`src/rtl/palette_pkg.sv`:
```
// Shared constants and helpers for the overlay colour look-up table.
package palette_pkg;

  localparam int FADE_W = 8;

  function automatic int ch_w(input int color_w);
    return color_w / 3;
  endfunction

  function automatic int pal_w(input int num_pal);
    return (num_pal > 1) ? $clog2(num_pal) : 1;
  endfunction

  // Reset contents: a full-scale grey ramp across the palette depth.
  function automatic longint unsigned grey_ch(
    input int i,
    input int idx_w,
    input int chw
  );
    longint unsigned top_v;
    longint unsigned den;
    top_v = (64'd1 << chw) - 64'd1;
    den   = (64'd1 << idx_w) - 64'd1;
    if (den == 64'd0) return 64'd0;
    return (longint'(i) * top_v) / den;
  endfunction

endpackage

```
`src/rtl/palette_fade.sv`:
```
// Second pipeline stage: per-channel brightness scaling of a looked-up colour.
module palette_fade
  import palette_pkg::*;
#(
  parameter int CH_W = 8
) (
  input  logic                i_clk,
  input  logic                i_rst,
  input  logic                i_valid,
  input  logic [3*CH_W-1:0]   i_color,
  input  logic                i_transparent,
  input  logic [FADE_W-1:0]   i_fade,
  output logic                o_valid,
  output logic [3*CH_W-1:0]   o_color,
  output logic                o_transparent
);

  localparam int PW = CH_W + FADE_W + 1;

  logic [FADE_W:0]     scale;
  logic [PW-1:0]       prod;
  logic                valid_d, valid_q;
  logic [3*CH_W-1:0]   color_d, color_q;
  logic                trans_d, trans_q;

  assign scale = {1'b0, i_fade} + (FADE_W+1)'(1);

  // Outputs hold their last value while no pixel is presented.
  always_comb begin
    valid_d = i_valid;
    color_d = color_q;
    trans_d = trans_q;
    prod    = '0;
    if (i_valid) begin
      trans_d = i_transparent;
      for (int c = 0; c < 3; c++) begin
        prod = PW'(i_color[c*CH_W +: CH_W]) * PW'(scale);
        color_d[c*CH_W +: CH_W] =
          i_transparent ? '0 : CH_W'(prod >> FADE_W);
      end
    end
  end

  always_ff @(posedge i_clk or posedge i_rst) begin
    if (i_rst) begin
      valid_q <= 1'b0;
      color_q <= '0;
      trans_q <= 1'b0;
    end else begin
      valid_q <= valid_d;
      color_q <= color_d;
      trans_q <= trans_d;
    end
  end

  assign o_valid       = valid_q;
  assign o_color       = color_q;
  assign o_transparent = trans_q;

endmodule

```
`src/rtl/palette_lut.sv`:
```
// Run-time writable multi-palette colour LUT with frame-atomic palette/fade
// selection and a fixed two-cycle lookup pipeline.
module palette_lut
  import palette_pkg::*;
#(
  parameter  int IDX_W           = 4,
  parameter  int COLOR_W         = 24,
  parameter  int NUM_PAL         = 4,
  parameter  int TRANSPARENT_IDX = 0,
  localparam int PAL_W           = pal_w(NUM_PAL)
) (
  input  logic               i_clk,
  input  logic               i_rst,
  input  logic               i_wr_en,
  input  logic [PAL_W-1:0]   i_wr_pal,
  input  logic [IDX_W-1:0]   i_wr_idx,
  input  logic [COLOR_W-1:0] i_wr_color,
  input  logic [PAL_W-1:0]   i_pal_sel,
  input  logic [7:0]         i_fade,
  input  logic               i_frame_start,
  input  logic               i_valid,
  input  logic [IDX_W-1:0]   i_idx,
  output logic               o_valid,
  output logic [COLOR_W-1:0] o_color,
  output logic               o_transparent
);

  localparam int CH_W  = ch_w(COLOR_W);
  localparam int DEPTH = 1 << IDX_W;

  logic [COLOR_W-1:0] tbl_d [NUM_PAL][DEPTH];
  logic [COLOR_W-1:0] tbl_q [NUM_PAL][DEPTH];
  logic [PAL_W-1:0]   pal_d, pal_q;
  logic [FADE_W-1:0]  fade_d, fade_q;
  logic               s1_valid_d, s1_valid_q;
  logic [COLOR_W-1:0] s1_color_d, s1_color_q;
  logic               s1_trans_d, s1_trans_q;
  logic [FADE_W-1:0]  s1_fade_d, s1_fade_q;

  // Writes to a palette slot beyond NUM_PAL match no entry.
  always_comb begin
    tbl_d = tbl_q;
    for (int p = 0; p < NUM_PAL; p++) begin
      for (int e = 0; e < DEPTH; e++) begin
        if (i_wr_en && PAL_W'(p) == i_wr_pal &&
            IDX_W'(e) == i_wr_idx) begin
          tbl_d[p][e] = i_wr_color;
        end
      end
    end
  end

  always_comb begin
    pal_d  = pal_q;
    fade_d = fade_q;
    if (i_frame_start) begin
      fade_d = i_fade;
      if ({1'b0, i_pal_sel} < (PAL_W+1)'(NUM_PAL)) begin
        pal_d = i_pal_sel;
      end
    end
  end

  // Fade is captured with the pixel so a commit never splits the pair.
  always_comb begin
    s1_valid_d = i_valid;
    s1_color_d = s1_color_q;
    s1_trans_d = s1_trans_q;
    s1_fade_d  = s1_fade_q;
    if (i_valid) begin
      s1_color_d = tbl_q[pal_q][i_idx];
      s1_trans_d = (i_idx == IDX_W'(TRANSPARENT_IDX));
      s1_fade_d  = fade_q;
    end
  end

  always_ff @(posedge i_clk or posedge i_rst) begin
    if (i_rst) begin
      for (int p = 0; p < NUM_PAL; p++) begin
        for (int e = 0; e < DEPTH; e++) begin
          tbl_q[p][e] <= {3{CH_W'(grey_ch(e, IDX_W, CH_W))}};
        end
      end
      pal_q      <= '0;
      fade_q     <= '1;
      s1_valid_q <= 1'b0;
      s1_color_q <= '0;
      s1_trans_q <= 1'b0;
      s1_fade_q  <= '1;
    end else begin
      tbl_q      <= tbl_d;
      pal_q      <= pal_d;
      fade_q     <= fade_d;
      s1_valid_q <= s1_valid_d;
      s1_color_q <= s1_color_d;
      s1_trans_q <= s1_trans_d;
      s1_fade_q  <= s1_fade_d;
    end
  end

  palette_fade #(
    .CH_W (CH_W)
  ) u_fade (
    .i_clk         (i_clk),
    .i_rst         (i_rst),
    .i_valid       (s1_valid_q),
    .i_color       (s1_color_q),
    .i_transparent (s1_trans_q),
    .i_fade        (s1_fade_q),
    .o_valid       (o_valid),
    .o_color       (o_color),
    .o_transparent (o_transparent)
  );

endmodule

```
`config.mk`:
```
export PLATFORM = sky130hd
export DESIGN_NAME = palette_lut
export DESIGN_NICKNAME = d
export VERILOG_FILES = /design/src/rtl/palette_pkg.sv /design/src/rtl/palette_fade.sv /design/src/rtl/palette_lut.sv
export SDC_FILE = /design/constraint.sdc
export NUM_CORES = 2
export LEC_CHECK = 0
export ABC_AREA = 1
export CORE_MARGIN = 2
export CORE_UTILIZATION = 31
export DETAILED_ROUTE_END_ITERATION = 8
export PLACE_DENSITY_LB_ADDON = 0.08
export SYNTH_ARGS = -nofsm -noshare
export SYNTH_HDL_FRONTEND = slang
export SYNTH_SLANG_ARGS = --single-unit
```
`constraint.sdc`:
```
create_clock -name i_clk -period 46.7 [get_ports i_clk]
set_input_delay 4.67 -clock i_clk [delete_from_list [all_inputs] [get_ports i_clk]]
set_output_delay 4.67 -clock i_clk [all_outputs]
set_load 0.01 [all_outputs]
```
-- After elaboration in Yosys (flattened, before gate mapping)
Index checks and enable logic that the tools add are counted.
- register bits after elaboration: 1606
- bits of input ports: 49
- output and inout port bits: 26
- word-level logic and storage cells: 179
- $add $sub $neg: 1
- multipliers: 3
- $lt $le $gt $ge: 2
- eq/ne operators: 18
- muxes and demuxes: 9
- bitwise gates (word level): 2
- reduce and logical (&&, ||, !) cells: 71
- operator list (kind ; count):
    $bmux 384 s2 ; 1
    $mux 384 ; 2
    $bmux 24 s4 ; 1
    $logic_and 1x1->1 ; 68
    $mul 8x9->16 ; 3
    $mux 24 ; 2
    $eq 4x4->1 const A ; 8
    $mux 8 ; 3
    $eq 3x4->1 const A ; 4
    $add 8x1->9 const B ; 1
    $eq 2x4->1 const A ; 2
    $logic_not 4->1 ; 2
    $ge 5x5->1 const B ; 1
    $not 4->5 ; 1
    $eq 1x4->1 const A ; 1
    $eq 2x2->1 const A ; 2
    $ge 3x3->1 const B ; 1
    $not 2->3 ; 1
    $eq 1x2->1 const A ; 1
    $logic_not 2->1 ; 1

-- Depth between registers and ports, before layout
- depth after elaboration: 7
- gate-level depth with buffers: 27
- gate-level depth less buffers: 26

-- Cells and area by module
Synthesis repeated with hierarchy kept, for this count alone.
- cells, all modules: 9952
- area total of the unflattened synthesis: 79653.9 um2
- by module, submodules not included (module ; times used ; cells an instance ; area an instance (um2)):
    palette_lut ; 1 ; 8842 ; 71843.9
    palette_fade ; 1 ; 1110 ; 7810.0

-- Worst setup path after synthesis
OpenSTA, ideal clock, no wires.
- kind: input to register
- start: in i_wr_en
- end: reg tbl_q[1250] in the netlist's numbering
- arrival time: 5.863 ns
- required time: 46.567 ns
- slack: 40.704 ns
- stages on the path: 8
- path through: inv_1 nor3_2 buf_2 nand2_1 buf_2 clkbuf_1 nand2_1 o21ai_0
- cells in the longest elaborated chain, start to end: 2
- RTL lines (item ; RTL line ; RTL):
    from (decl) ; palette_lut.sv:14 ; input logic i_wr_en,
    $logic_and 1x1->1 (2 in series) ; palette_lut.sv:45 ; if (i_wr_en && PAL_W'(p) == i_wr_pal &&
    to (signal, indexed assignment) ; palette_lut.sv:81 ; tbl_q[p][e] <= {3{CH_W'(grey_ch(e, IDX_W, CH_W))}};
    to (signal assigned) ; palette_lut.sv:91 ; tbl_q <= tbl_d;
    to (decl) ; palette_lut.sv:32 ; logic [COLOR_W-1:0] tbl_q [NUM_PAL][DEPTH];
Every way passes these cells.
A chain may end at the register's enable or synchronous reset.

==> reports/metrics.cfg <==
[synth]
synth_xor_area_frac = 0.000882
ys_seq_area_frac = 0.518
synth-edff-count = 0
yosys.area.top_type = dfstp_2
async_reset_ff_frac = 1.00
netlist_instances = 9894
yosysWarnings = 0
synth.cells.most_frequent = 3345 x nand2_1, 1235 x nand3_1, 1178 x o21ai_0
synth_seq_cells = 1606
synth_top_area_share = 0.259
synth_top_family_by_area = simple AND/OR/NAND/NOR gates
netlist_area_um2 = 79400
yosys-top-cells-area = dfstp_2 26%, dfrtp_1 26%, nand2_1 16%
synth_area_per_cell_um2 = 8.03
synthDistinctLibCells = 33
synth_compound_area_frac = 0.114
synthesis.nets = 10160
synth_fa_ha_area_frac = 0.0455
synthFlopType = dfrtp_1
synthMostInstantiatedCell = nand2_1
synth.mux.area_fraction = 0.00113
synth-simple-area-share = 0.264

[min_path]
hold_end = u_fade.o_valid
hold_depth = 0
hp-class = register to register
min_from = s1_valid_q

[critical_path]
worstPathArrival_ps = 10920
cpPeakStageDelay_ps = 860
crit_family = buffers and inverters
slowest_stage = buf_4
crit_path_start = i_rst
reg2reg_from = s1_fade_q[0]
regToRegSetupSlack_ps = 39850
cp_common_cell = buf_4
start_kind = primary input
path_cells = clkdlybuf4s50_1, clkinvlp_4, buf_4, buf_4, buf_4, buf_4, buf_4, buf_4, buf_4
critPathKind = primary input to asynchronous set/reset pin
reg2reg_depth = 23
end_kind = asynchronous set/reset pin
crit_fanout = 69
reg2reg_to = u_fade.o_color[6]
critPathRequiredTime_ps = 47610
crit_buf_inv = 9

[sta]
fin_setup_tns_ps = 0
post-route-period-util = 0.214
period_needed_ps = 10020
fmax_ghz = 0.0998
rsz0062_at_grt = false
worst_slew_pin_slew_ps = 1230
max_slew_margin = 0.180
setup_viol = 0
hold_viol = 0
slew_violations = 0
skew_ps = 28.3

[pwr]
ir_drop_v = 0.0000403
p_sw_frac = 0.314
pwr-share-clk = 0.363
p_leak_nw = 38.1
p_switching_mw = 1.27
intPower_mw = 2.78
pwr-share-comb = 0.205
p_seq_frac = 0.433
power.density_nw_per_um2 = 45.9

[clock_tree]
clock_latency_ps = 860
numCtsBuffers = 193
path_clk_slew_ps = 60
cts.htree.levels = 4
clock_path_buffers = 3
holdBufCountCts = 0
cts_tree = done
ctsResizeCount = 0
root_buffer = clkbuf_16
cts.sinks = 1606
post-cts-setup-buffers = 0

[floorplanning]
die_w_um = 510
die_y_um = 510
ios = 75
start_util = 0.312
die-area_um2 = 260000
core_um2 = 254000
row_count = 185

[drt]
dr.pass1.iters = 6
drc = 0
drt_iter0_drc = 5824
dr_wl_met3_um = 11300
dr.max_layer_used = met4
routedWlPerCell_um = 21.7
wirelength_um = 282000
vias = 65501
ant_nets = 0
met2_length_um = 133000
vias_per_cell = 5.03
met1Wirelength_um = 132000

[finish]
multiInputGateArea_um2 = 34000
drive_above_1_share = 0.136
fillers = 26623
nets = 9729
stdcell_area_um2 = 88400
areaGrowthSynthToFinish_pct = 11.3
regArea_um2 = 41200

[run]
drv_cap = 0

[place]
routabilityCongestion = 0.779
dp.final_hpwl_um = 155000
io_buffer_count = 74
placed_area_um2 = 82200

[global_route]
grt_usage = 0.217
grt_max_degree = 165
antenna_found_initial = 14
grt_pass1_wl_um = 427000
first_global_vias = 64610
grt_overflow = 0

[outcome]
status = complete, no violations

flip-flops by register name, summed over array words and instances, names as in the netlist:
signal / flops
s1_color_q: 24
u_fade.o_transparent: 1
u_fade.o_color: 24
s1_valid_q: 1
u_fade.o_valid: 1
s1_fade_q: 8
tbl_q: 1536
pal_q: 2
fade_q: 8
s1_trans_q: 1
per-layer routing:
layer | vias to the layer above | global-route usage
met2 | 1424 | 0.360
met4 | 0 | 0.0561
li1 | 31301 | -
met5 | - | 0
met1 | 32475 | 0.299
met3 | 301 | 0.0246
power groups by stage:
stage / clock (mW) / sequential [mW] / combinational (mW)
floorplan: 0 / 1.76 / 0.593
global placement: 0 / 1.77 / 0.835
detailed placement: 0 / 1.77 / 0.840
CTS: 1.52 / 1.75 / 0.845
global route: 1.57 / 1.78 / 0.965
finish: 1.47 / 1.75 / 0.831
cell usage in the layout, fill, tap and decap left out, types with 6 or more instances in the layout:
cell type,count
clkdlybuf4s50_1,70
nand3_1,1235
clkbuf_16,196
nor2_1,522
clkinvlp_4,6
nand2_2,55
o21ai_1,428
nand2_1,3291
clkbuf_1,79
o21bai_1,14
o21ai_0,1178
fa_1,120
a21oi_1,176
clkinv_2,32
mux2_2,8
dfstp_2,784
inv_1,257
diode_2,11
buf_4,114
inv_2,30
nor3_1,11
clkbuf_8,43
buf_12,9
dfrtp_1,820
ha_1,97
through the flow:
step / power [mW] / worst slack [ps] / std cells / utilization / hold slack, ps
after floorplan: 2.35 / 20420 / 9894 / - / 393
after global placement: 2.60 / 35630 / 12634 / 0.323 / 397
after detailed placement: 2.61 / 35590 / 12634 / 0.323 / 404
after CTS: 4.11 / 36470 / 13000 / 0.347 / 418
after global routing: 4.32 / 35920 / 13001 / 0.347 / 438
final: 4.06 / 36680 / 13011 / 0.348 / 419
worst max-delay path by stage:
stage                     slack (ps)          end  depth (start not counted)
after floorplan                20420     pal_q[0]                          1
after global placement         35630   tbl_q[332]                          9
after detailed placement       35590   tbl_q[716]                          9
after CTS                      36470  tbl_q[1134]                          9
after global routing           35920  tbl_q[1134]                          9
final                          36680   tbl_q[369]                          9
cells by family after synthesis:
| logic type | Yosys count |
|---|---|
| adder cells (fa/ha/maj) | 217 |
| XOR/XNOR | 8 |
| buffers and inverters | 1115 |
| AND/OR/NAND/NOR | 5139 |
| multiplexers | 8 |
| AO/OA/AOI/OAI | 1801 |
| flip-flops | 1606 |
final cells by class:
| class | count | area share |
|---|---|---|
| Clock inverter | 48 | 0.00399 |
| Timing Repair Buffer | 197 | 0.0200 |
| Inverter | 292 | 0.0127 |
| Sequential cell | 1606 | 0.466 |
| Clock buffer | 318 | 0.0655 |
| Tap cell | 3366 | 0.0476 |
| Multi-Input combinational cell | 7173 | 0.384 |
| Antenna cell | 11 | 0.000311 |
No activity file was read; power rests on OpenSTA's default activity.
